## config.mk

```make
export PLATFORM = sky130hd
export DESIGN_NAME = horner_datapath
export DESIGN_NICKNAME = d
export VERILOG_FILES = /design/src/rtl/nla_pkg.sv /design/src/rtl/fxp_seq_mul.sv /design/src/rtl/horner_datapath.sv
export SDC_FILE = /design/constraint.sdc
export NUM_CORES = 1
export LEC_CHECK = 0
export ABC_AREA = 0
export BUFFER_PORTS_ARGS = -buffer_cell sky130_fd_sc_hd__buf_2
export CORE_MARGIN = 1.5
export CORE_UTILIZATION = 45
export CTS_CLUSTER_DIAMETER = 100
export DETAILED_ROUTE_END_ITERATION = 8
export GPL_TIMING_DRIVEN = 0
export MAX_ROUTING_LAYER = met4
export PLACE_DENSITY = 0.74
export SLEW_MARGIN = 30
export SYNTH_ARGS = -nofsm -noshare
export SYNTH_HDL_FRONTEND = slang
export SYNTH_HIERARCHICAL = 1
export SYNTH_SLANG_ARGS = --single-unit
```

## constraint.sdc

```tcl
create_clock -name clk_i -period 4.32 [get_ports clk_i]
set_input_delay 0.432 -clock clk_i [delete_from_list [all_inputs] [get_ports clk_i]]
set_output_delay 0.432 -clock clk_i [all_outputs]
set_load 0.02 [all_outputs]
```

## src/rtl/nla_pkg.sv

```systemverilog
// Shared fixed-point types and helpers for the Horner datapath and its multiplier.
package nla_pkg;

    localparam int DATA_W_DEF = 16;
    localparam int FRAC_W_DEF = 8;
    localparam int ROUND_HALF = 1 << (FRAC_W_DEF - 1);

    typedef logic signed [DATA_W_DEF-1:0] fxp_t;

    typedef enum logic [1:0] {
        M_IDLE,
        M_RUN,
        M_FIN
    } mul_state_t;

    // Clamp a sign-extended value into the signed range of a w-bit word.
    function automatic logic signed [63:0] sat_narrow(input logic signed [63:0] wide,
                                                      input int w);
        logic signed [63:0] hi;
        logic signed [63:0] lo;
        hi = (64'sd1 <<< (w - 1)) - 64'sd1;
        lo = -(64'sd1 <<< (w - 1));
        if (wide > hi) return hi;
        if (wide < lo) return lo;
        return wide;
    endfunction

endpackage

```

## src/rtl/fxp_seq_mul.sv

```systemverilog
// Iterative signed fixed-point multiplier: magnitude shift-add, then round, shift and saturate.
// state  | meaning
// M_IDLE | waiting for start; captures operand magnitudes and result sign
// M_RUN  | one shift-add step per cycle, DATA_W steps
// M_FIN  | sign restore, round, shift, saturate, write prod
module fxp_seq_mul
    import nla_pkg::*;
#(
    parameter int DATA_W = DATA_W_DEF,
    parameter int FRAC_W = FRAC_W_DEF,
    parameter int RND    = ROUND_HALF
) (
    input  logic              clk,
    input  logic              rst_n,
    input  logic              clear,
    input  logic              start,
    input  logic [DATA_W-1:0] a,
    input  logic [DATA_W-1:0] b,
    output logic              done,
    output logic              busy,
    output logic              sat,
    output logic [DATA_W-1:0] prod
);

    localparam int CNT_W = $clog2(DATA_W);

    mul_state_t           state;
    logic [2*DATA_W-1:0]  acc_p;
    logic [2*DATA_W-1:0]  a_sh;
    logic [DATA_W-1:0]    b_sh;
    logic                 sign;
    logic [CNT_W-1:0]     cnt;
    logic signed [63:0]   fin_wide;
    logic signed [63:0]   fin_nar;

    // Magnitude of -2^(DATA_W-1) wraps to itself, which is correct read as unsigned.
    function automatic logic [DATA_W-1:0] mag(input logic [DATA_W-1:0] v);
        return v[DATA_W-1] ? (~v + 1'b1) : v;
    endfunction

    always_comb begin
        fin_wide = 64'(acc_p);
        if (sign) fin_wide = -fin_wide;
        fin_wide = (fin_wide + 64'(RND)) >>> FRAC_W;
        fin_nar  = sat_narrow(fin_wide, DATA_W);
    end

    assign sat = (state == M_FIN) && (fin_nar != fin_wide);

    always_ff @(posedge clk or negedge rst_n) begin
        if (!rst_n) begin
            state <= M_IDLE;
            acc_p <= '0;
            a_sh  <= '0;
            b_sh  <= '0;
            sign  <= 1'b0;
            cnt   <= '0;
            prod  <= '0;
            done  <= 1'b0;
            busy  <= 1'b0;
        end else if (clear) begin
            state <= M_IDLE;
            prod  <= '0;
            done  <= 1'b0;
            busy  <= 1'b0;
        end else begin
            done <= 1'b0;
            case (state)
                M_IDLE: begin
                    if (start) begin
                        a_sh  <= {{DATA_W{1'b0}}, mag(a)};
                        b_sh  <= mag(b);
                        sign  <= a[DATA_W-1] ^ b[DATA_W-1];
                        acc_p <= '0;
                        cnt   <= CNT_W'(DATA_W - 1);
                        state <= M_RUN;
                        busy  <= 1'b1;
                    end
                end
                M_RUN: begin
                    if (b_sh[0]) acc_p <= acc_p + a_sh;
                    a_sh <= a_sh << 1;
                    b_sh <= b_sh >> 1;
                    if (cnt == '0) state <= M_FIN;
                    else           cnt   <= cnt - CNT_W'(1);
                end
                M_FIN: begin
                    prod  <= fin_nar[DATA_W-1:0];
                    done  <= 1'b1;
                    busy  <= 1'b0;
                    state <= M_IDLE;
                end
                default: state <= M_IDLE;
            endcase
        end
    end

endmodule

```

## src/rtl/horner_datapath.sv

```systemverilog
// Horner step datapath: operand capture, acc = sat(acc*x + c), result register, sticky saturation.
module horner_datapath
    import nla_pkg::*;
#(
    parameter int DATA_W = DATA_W_DEF,
    parameter int FRAC_W = FRAC_W_DEF
) (
    input  logic              clk_i,
    input  logic              rstn_i,
    input  logic              dp_reset_i,
    input  logic              rd_signal_i,
    input  logic [DATA_W-1:0] signal_data_i,
    input  logic              rd_coeff_i,
    input  logic [DATA_W-1:0] coeff_data_i,
    input  logic              mul_valid_i,
    output logic              mul_done_o,
    input  logic              add_valid_i,
    output logic              add_done_o,
    input  logic              load_result_i,
    output logic [DATA_W-1:0] result_o,
    output logic              result_valid_o,
    output logic              sat_o,
    output logic              busy_o
);

    logic                 rd_signal_q;
    logic                 rd_coeff_q;
    logic [DATA_W-1:0]    x_q;
    logic [DATA_W-1:0]    c_q;
    logic [DATA_W-1:0]    acc;
    logic [DATA_W-1:0]    prod_q;
    logic                 mul_sat;
    logic signed [DATA_W:0] add_sum;
    logic signed [63:0]   add_nar;
    logic                 add_clamp;

    fxp_seq_mul #(
        .DATA_W (DATA_W),
        .FRAC_W (FRAC_W),
        .RND    (1 << (FRAC_W - 1))
    ) u_mul (
        .clk   (clk_i),
        .rst_n (rstn_i),
        .clear (dp_reset_i),
        .start (mul_valid_i),
        .a     (acc),
        .b     (x_q),
        .done  (mul_done_o),
        .busy  (busy_o),
        .sat   (mul_sat),
        .prod  (prod_q)
    );

    assign add_sum   = $signed({prod_q[DATA_W-1], prod_q}) + $signed({c_q[DATA_W-1], c_q});
    assign add_nar   = sat_narrow(64'(add_sum), DATA_W);
    assign add_clamp = add_nar != 64'(add_sum);

    always_ff @(posedge clk_i or negedge rstn_i) begin
        if (!rstn_i) begin
            rd_signal_q    <= 1'b0;
            rd_coeff_q     <= 1'b0;
            x_q            <= '0;
            c_q            <= '0;
            acc            <= '0;
            result_o       <= '0;
            result_valid_o <= 1'b0;
            add_done_o     <= 1'b0;
            sat_o          <= 1'b0;
        end else begin
            // Capture path is independent of dp_reset so in-flight FIFO/ROM reads still land.
            rd_signal_q <= rd_signal_i;
            rd_coeff_q  <= rd_coeff_i;
            if (rd_signal_q) x_q <= signal_data_i;
            if (rd_coeff_q)  c_q <= coeff_data_i;

            if (dp_reset_i) begin
                acc            <= '0;
                sat_o          <= 1'b0;
                add_done_o     <= 1'b0;
                result_valid_o <= 1'b0;
            end else begin
                add_done_o     <= add_valid_i;
                result_valid_o <= load_result_i;
                if (add_valid_i)   acc      <= add_nar[DATA_W-1:0];
                if (load_result_i) result_o <= acc;
                if ((add_valid_i && add_clamp) || mul_sat) sat_o <= 1'b1;
            end
        end
    end

endmodule
```

# Yosys cells after proc, flatten, opt, wreduce, memory -nomap -nowiden
# Cells that the tools add are included.
# totals
n_memories	0
output_inout_bits	21
register_bits	174
latch_bits	0
ram_bits	0
in_bits	40
rom_bits	0
word_cells	103
# classes
eq_ne	9
reduce_logical	17
addsub	7
muxes	44
magnitude_cmp	4
shifts	0
n_mul	0
bitwise_logic	4
div	0
# op_table
op	n
2-to-1 mux 64 bit	9
case mux 32 bit (2 select lines)	2
2-to-1 mux 16 bit	7
2-to-1 mux 32 bit	3
adder 64 x 9 -> 64 bit (second input constant)	1
inequality test 64 x 17 -> 1 bit	1
inequality test 64 x 56 -> 1 bit	1
negator 32 -> 64 bit	1
greater-than comparator 56 x 16 -> 1 bit (second input constant)	1
< comparator 56 x 16 -> 1 bit (second input constant)	1
adder 16 x 1 -> 16 bit (second input constant)	2
adder 32 bit	1
inverter 16 bit	2
case mux 16 bit (2 select lines)	1
adder 16 x 16 -> 17 bit	1
greater-than comparator 17 x 16 -> 1 bit (second input constant)	1
< comparator 17 x 16 -> 1 bit (second input constant)	1
2-to-1 mux 1 bit	14
2-to-1 mux 4 bit	2
case mux 4 bit (2 select lines)	1
AND reduction 4 bit	2
nonzero test 2 bit	4
2-to-1 mux 2 bit	3
AND reduction 2 bit	3
other kinds (17)	20

# Depth between registers and ports, before layout
# depth
ltp_word	13
ltp_mapped	21
mapped_depth_nobuf	18

# Hierarchy
# Netlist, hierarchy kept.
# by_module_without_submodules
module	area_per_inst_um2	n_inst	cells_each	seq_area_each_um2
fxp_seq_mul	8306.7	1	979	2627.5
horner_datapath	3448.3	1	292	1726.7

# Worst setup path after synthesis
# OpenSTA, ideal clock, no wires.
# synth_path
path_kind	flip-flop to flip-flop
from	reg u_mul.acc_p[4]
to	reg u_mul.prod[10]
arrival_ns	4.720
required_ns	4.253
n_path_buf	3
synth_period_minus_slack_ns	4.787
path_stages_with_launch	16
setup_time_ns	0.067
setup_slack_ns	-0.467
path_cell_list	dfrtp_1 -> or4_4 -> buf_6 -> or4_4 -> or4_4 -> buf_6 -> or2_4 -> nor3_1 -> ha_1 -> mux2i_1 -> xor2_1 -> nand4_1 -> ha_1 -> nor2_1 -> clkbuf_1 -> a221o_1
# synth_between
elab_chain_cells	10
word_cells_on_any_way	13
cone_classes	add/sub (2); order compare (2); mux (9)
# synth_lines
element	line	source
start: declaration	fxp_seq_mul.sv:28	logic [2*DATA_W-1:0] acc_p;
start signal: assignment	fxp_seq_mul.sv:81	if (b_sh[0]) acc_p <= acc_p + a_sh;
negator 32 -> 64 bit	fxp_seq_mul.sv:43	if (sign) fin_wide = -fin_wide;
2-to-1 mux 64 bit *	fxp_seq_mul.sv:43	
adder 64 x 9 -> 64 bit *	fxp_seq_mul.sv:44	fin_wide = (fin_wide + 64'(RND)) >>> FRAC_W;
< comparator 56 x 16 -> 1 bit	nla_pkg.sv:24	if (wide < lo) return lo;
2-to-1 mux 1 bit (2 in series)	nla_pkg.sv:24	
2-to-1 mux 64 bit	nla_pkg.sv:25	return wide;
2-to-1 mux 64 bit *	nla_pkg.sv:24	
2-to-1 mux 16 bit *	fxp_seq_mul.sv:68	case (state)
2-to-1 mux 16 bit *	fxp_seq_mul.sv:61	end else if (clear) begin
end signal: assignment	fxp_seq_mul.sv:88	prod <= fin_nar[DATA_W-1:0];
end: declaration	fxp_seq_mul.sv:22	output logic [DATA_W-1:0] prod
# Every way passes the cells marked *; elsewhere a longest branch is shown, timed or not. The select of a mux whose other input is x is not followed.
# A chain may end at the register's enable or synchronous reset.

# Worst setup path after layout
# layout_path
from	reg u_mul.acc_p[20]
to	reg sat_o
# layout_between
elab_chain_cells	12
word_cells_on_any_way	15
cone_classes	add/sub (2); order compare (2); eq/ne (1); mux (7); reduce/logical (3)
# layout_lines
element	line	source
negator 32 -> 64 bit	fxp_seq_mul.sv:43	
2-to-1 mux 64 bit *	fxp_seq_mul.sv:43	
adder 64 x 9 -> 64 bit *	fxp_seq_mul.sv:44	
< comparator 56 x 16 -> 1 bit	nla_pkg.sv:24	
2-to-1 mux 1 bit (2 in series)	nla_pkg.sv:24	
2-to-1 mux 64 bit	nla_pkg.sv:25	
2-to-1 mux 64 bit	nla_pkg.sv:24	
inequality test 64 x 56 -> 1 bit *	fxp_seq_mul.sv:48	assign sat = (state == M_FIN) && (fin_nar != fin_wide);
logical AND 1 bit *	fxp_seq_mul.sv:48	
net mul_sat	horner_datapath.sv:32	logic mul_sat;
logical OR 1 bit *	horner_datapath.sv:86	if ((add_valid_i && add_clamp) || mul_sat) sat_o <= 1'b1;
nonzero test 2 bit (no source line) *	-	
end signal: assignment	horner_datapath.sv:68	sat_o <= 1'b0;
end signal: assignment	horner_datapath.sv:78	sat_o <= 1'b0;
end signal: assignment	horner_datapath.sv:86	
end: declaration	horner_datapath.sv:22	output logic sat_o,
# The timed path passes the listed nets; every way through them passes the cells marked *. The select of a mux whose other input is x is not followed.

==> flow_summary.json <==
{
  "drc": 0,
  "holdCritPathClass": "in2reg",
  "rsz0062_at_grt": "yes",
  "synth_ff_type": "dfrtp_1",
  "root_buffer": "clkbuf_16",
  "grt_max_degree": 69,
  "cp_max_fo": 6,
  "ys_ff_latch": 174,
  "max-slew-margin-rel_pct": 48.94,
  "fin_nets": 1475,
  "io_buffer_count": 60,
  "yosys.area.top_type": "dfrtp_1",
  "pre_cts_ws_ns": -1.168,
  "postSynthAreaPerCell_um2": 9.249,
  "hold_viol": 0,
  "finClkSkew_ns": 0.01992,
  "syn_nets": 1366,
  "initial_core_util_pct": 46.28,
  "drt_iter0_drc": 1011,
  "cts_tree": "built",
  "netlist_instances": 1271,
  "cts_buffer_depth": 2,
  "yosys.cell_types.count": 99,
  "numCtsBuffers": 17,
  "tightest_slew_ns": 0.7624,
  "dieArea_um2": 27100,
  "power.leakage_nw": 6.253,
  "critPathKind": "reg2reg",
  "routabilityCongestion": 0.9068,
  "max-cap-violations": 0,
  "final_cells": 1723,
  "grt_pass1_wl_um": 49250,
  "overflow": 0,
  "async_flop_share_pct": 100.0,
  "violations": "setup timing",
  "layout_commonest_cell": "dfrtp_1",
  "startpoint_type": "register",
  "peakVddDrop_mv": 0.3249,
  "worstSetupEndpointType": "register",
  "vias": 10220,
  "netlist_area_um2": 11760,
  "dpl-instance-area_um2": 12570,
  "vias_per_cell": 5.932,
  "clock_latency_ns": 0.44,
  "grt_pass1_vias": 9675,
  "ys_warn_count": 6,
  "slew_violations": 0,
  "first_pass_iters": 8,
  "yosys-top-cells-area": "dfrtp_1 37%, ha_1 5.6%, mux2_2 4.5%",
  "fin_area_um2": 13770,
  "status": "finished, violations left",
  "coreArea_um2": 25400,
  "dieWidth_um": 164.6,
  "dp_cells": 1663,
  "worst_slack_ns": -0.2185,
  "cp.arrival_ns": 4.89,
  "antenna_left": 0,
  "ys_seq_area_share_pct": 37.04,
  "wl_per_cell_um": 17.64,
  "holdCritStartpoint": "rd_signal_i",
  "fmax_mhz": 220.3,
  "period_needed_ns": 4.539,
  "grt_usage_pct": 23.48,
  "timing.rr.start": "u_mul/acc_p[20]$_DFFE_PN0P_",
  "die_y_um": 164.6,
  "drive_gt1_share_pct": 19.96,
  "dp_hpwl_um": 22130,
  "worstSetupStartpoint": "u_mul/acc_p[20]$_DFFE_PN0P_",
  "powerDensity_nw_per_um2": 464.9,
  "num_rows": 58,
  "clkSinkCount": 174,
  "synth_top_area_share_pct": 37.04,
  "post-route-period-util_pct": 105.1,
  "worstPathRequired_ns": 4.67,
  "routed_wl_um": 30400,
  "antenna_found_initial": 0,
  "io_pins": 61,
  "ctsHtreeMaxLevel": 4,
  "final_cell_mix": "167 x dfrtp_1, 117 x nand2_1, 104 x o21ai_0",
  "setup_viol": 14,
  "synth_edf_count": 0,
  "diodes": 0,
  "path_clk_slew_ns": 0.08,
  "syn_to_final_growth_pct": 17.10
}
## through the flow
stage / hold WS [ns] / power (W) / utilization [%] / TNS (ns)
2_1_floorplan: 0.1364 / 0.003773 / - / -4.235
3_3_place_gp: 0.4597 / 0.004267 / 49.23 / -15.09
3_5_place_dp: 0.3526 / 0.004327 / 49.49 / -16.10
4_1_cts: 0.08025 / 0.006113 / 52.79 / -4.499
5_1_grt: 0.08066 / 0.006746 / 54.20 / -4.604
6_report: 0.08904 / 0.006400 / 54.20 / -1.610
## flip-flops by register name (all words and copies together) (netlist names), 2 cells and up
signal	cells
u_mul/a_sh	32
u_mul/acc_p	32
acc	16
c_q	16
result_o	16
u_mul/b_sh	16
u_mul/prod	16
x_q	16
u_mul/cnt	4
u_mul/state	2
## layout make-up
| cell class | count | area (µm²) |
|---|---|---|
| Clock inverter | 15 | 212.7 |
| Multi-Input combinational cell | 997 | 7273 |
| Fill cell | 2264 | 11630 |
| Buffer | 64 | 297.8 |
| Inverter | 29 | 108.9 |
| Tap cell | 330 | 412.9 |
| Clock buffer | 17 | 425.4 |
| Timing Repair Buffer | 97 | 671.9 |
| Sequential cell | 174 | 4363 |
## kinds of logic (layout without fill, tap and decap cells)
| group | after synthesis | after routing | share of synthesized area (%) |
|---|---|---|---|
| xor gates and xnor gates | 100 | 100 | 7.642 |
| and+or+nand+nor | 402 | 402 | 17.55 |
| adders and majority gates | 57 | 57 | 6.152 |
| DFF | 174 | 174 | 37.04 |
| AOI/OAI and AO/OA | 384 | 384 | 22.95 |
| buffers and inverters | 100 | 222 | 3.566 |
| muxes | 54 | 54 | 5.099 |
## path summary, 6_finish.rpt
check,slack (ns),end,cells after the start
worst min register to register,0.48,u_mul/b_sh[15]$_DFFE_PN0P_,2
worst min-delay path,0.09,rd_signal_q$_DFF_PN0_,1
max in group asynchronous,3.17,u_mul/acc_p[2]$_DFFE_PN0P_,3
worst max register to register,-0.22,sat_o$_DFFE_PN0P_,18
min in group asynchronous,0.48,u_mul/a_sh[31]$_DFFE_PN0P_,2
worst max-delay path,-0.22,sat_o$_DFFE_PN0P_,18
## cells in the mapped netlist (28+ instances only)
cell type	instances
a21oi_1	85
clkbuf_1	54
dfrtp_1	174
ha_1	53
inv_1	28
mux2_2	47
nand2_1	120
nor2_1	84
nor3_1	41
o21ai_0	105
xnor2_1	47
xor2_1	50
## repair_timing
item,4_1_cts,5_1_grt
setup buffers,15,17
cloned,1,1
pin swaps,24,38
hold buffers,1,0
hold endpoints to repair,42,0
gates resized for setup,23,46
endpoints found under the setup margin,17,17
## critical path: stages (launching register included)
cell and delay (ns):
dfrtp_2 0.45, or4_4 0.49, or4_4 0.47, or4_4 0.50, or2_4 0.26, nor3_2 0.11, ha_1 0.18, mux2i_4 0.10
a2111oi_4 0.28, nand4b_4 0.18, xnor2_4 0.18, inv_2 0.06, nand4_1 0.14, ha_4 0.33, inv_1 0.05, a41oi_2 0.14
o21a_2 0.24, nor2_2 0.05, a311oi_2 0.25
## power breakdown
group          internal (W)  leakage [nW]  switching [W]  total, W
clock              0.000851         0.307       0.000801   0.00165
sequential          0.00181          2.25       0.000180   0.00199
combinational       0.00118          3.70        0.00158   0.00276
total               0.00384          6.25        0.00256   0.00640
## metal layers
metal | vias to the layer above | GRT usage [%] | wire length, µm
li1 | 4911 | - | -
met1 | 4951 | 32.63 | 14090
met2 | 331 | 36.69 | 14230
met3 | 27 | 2.838 | 1707
met4 | 0 | 5.487 | 363
met5 | - | - | 0
Power figures use the tool's default switching activity.
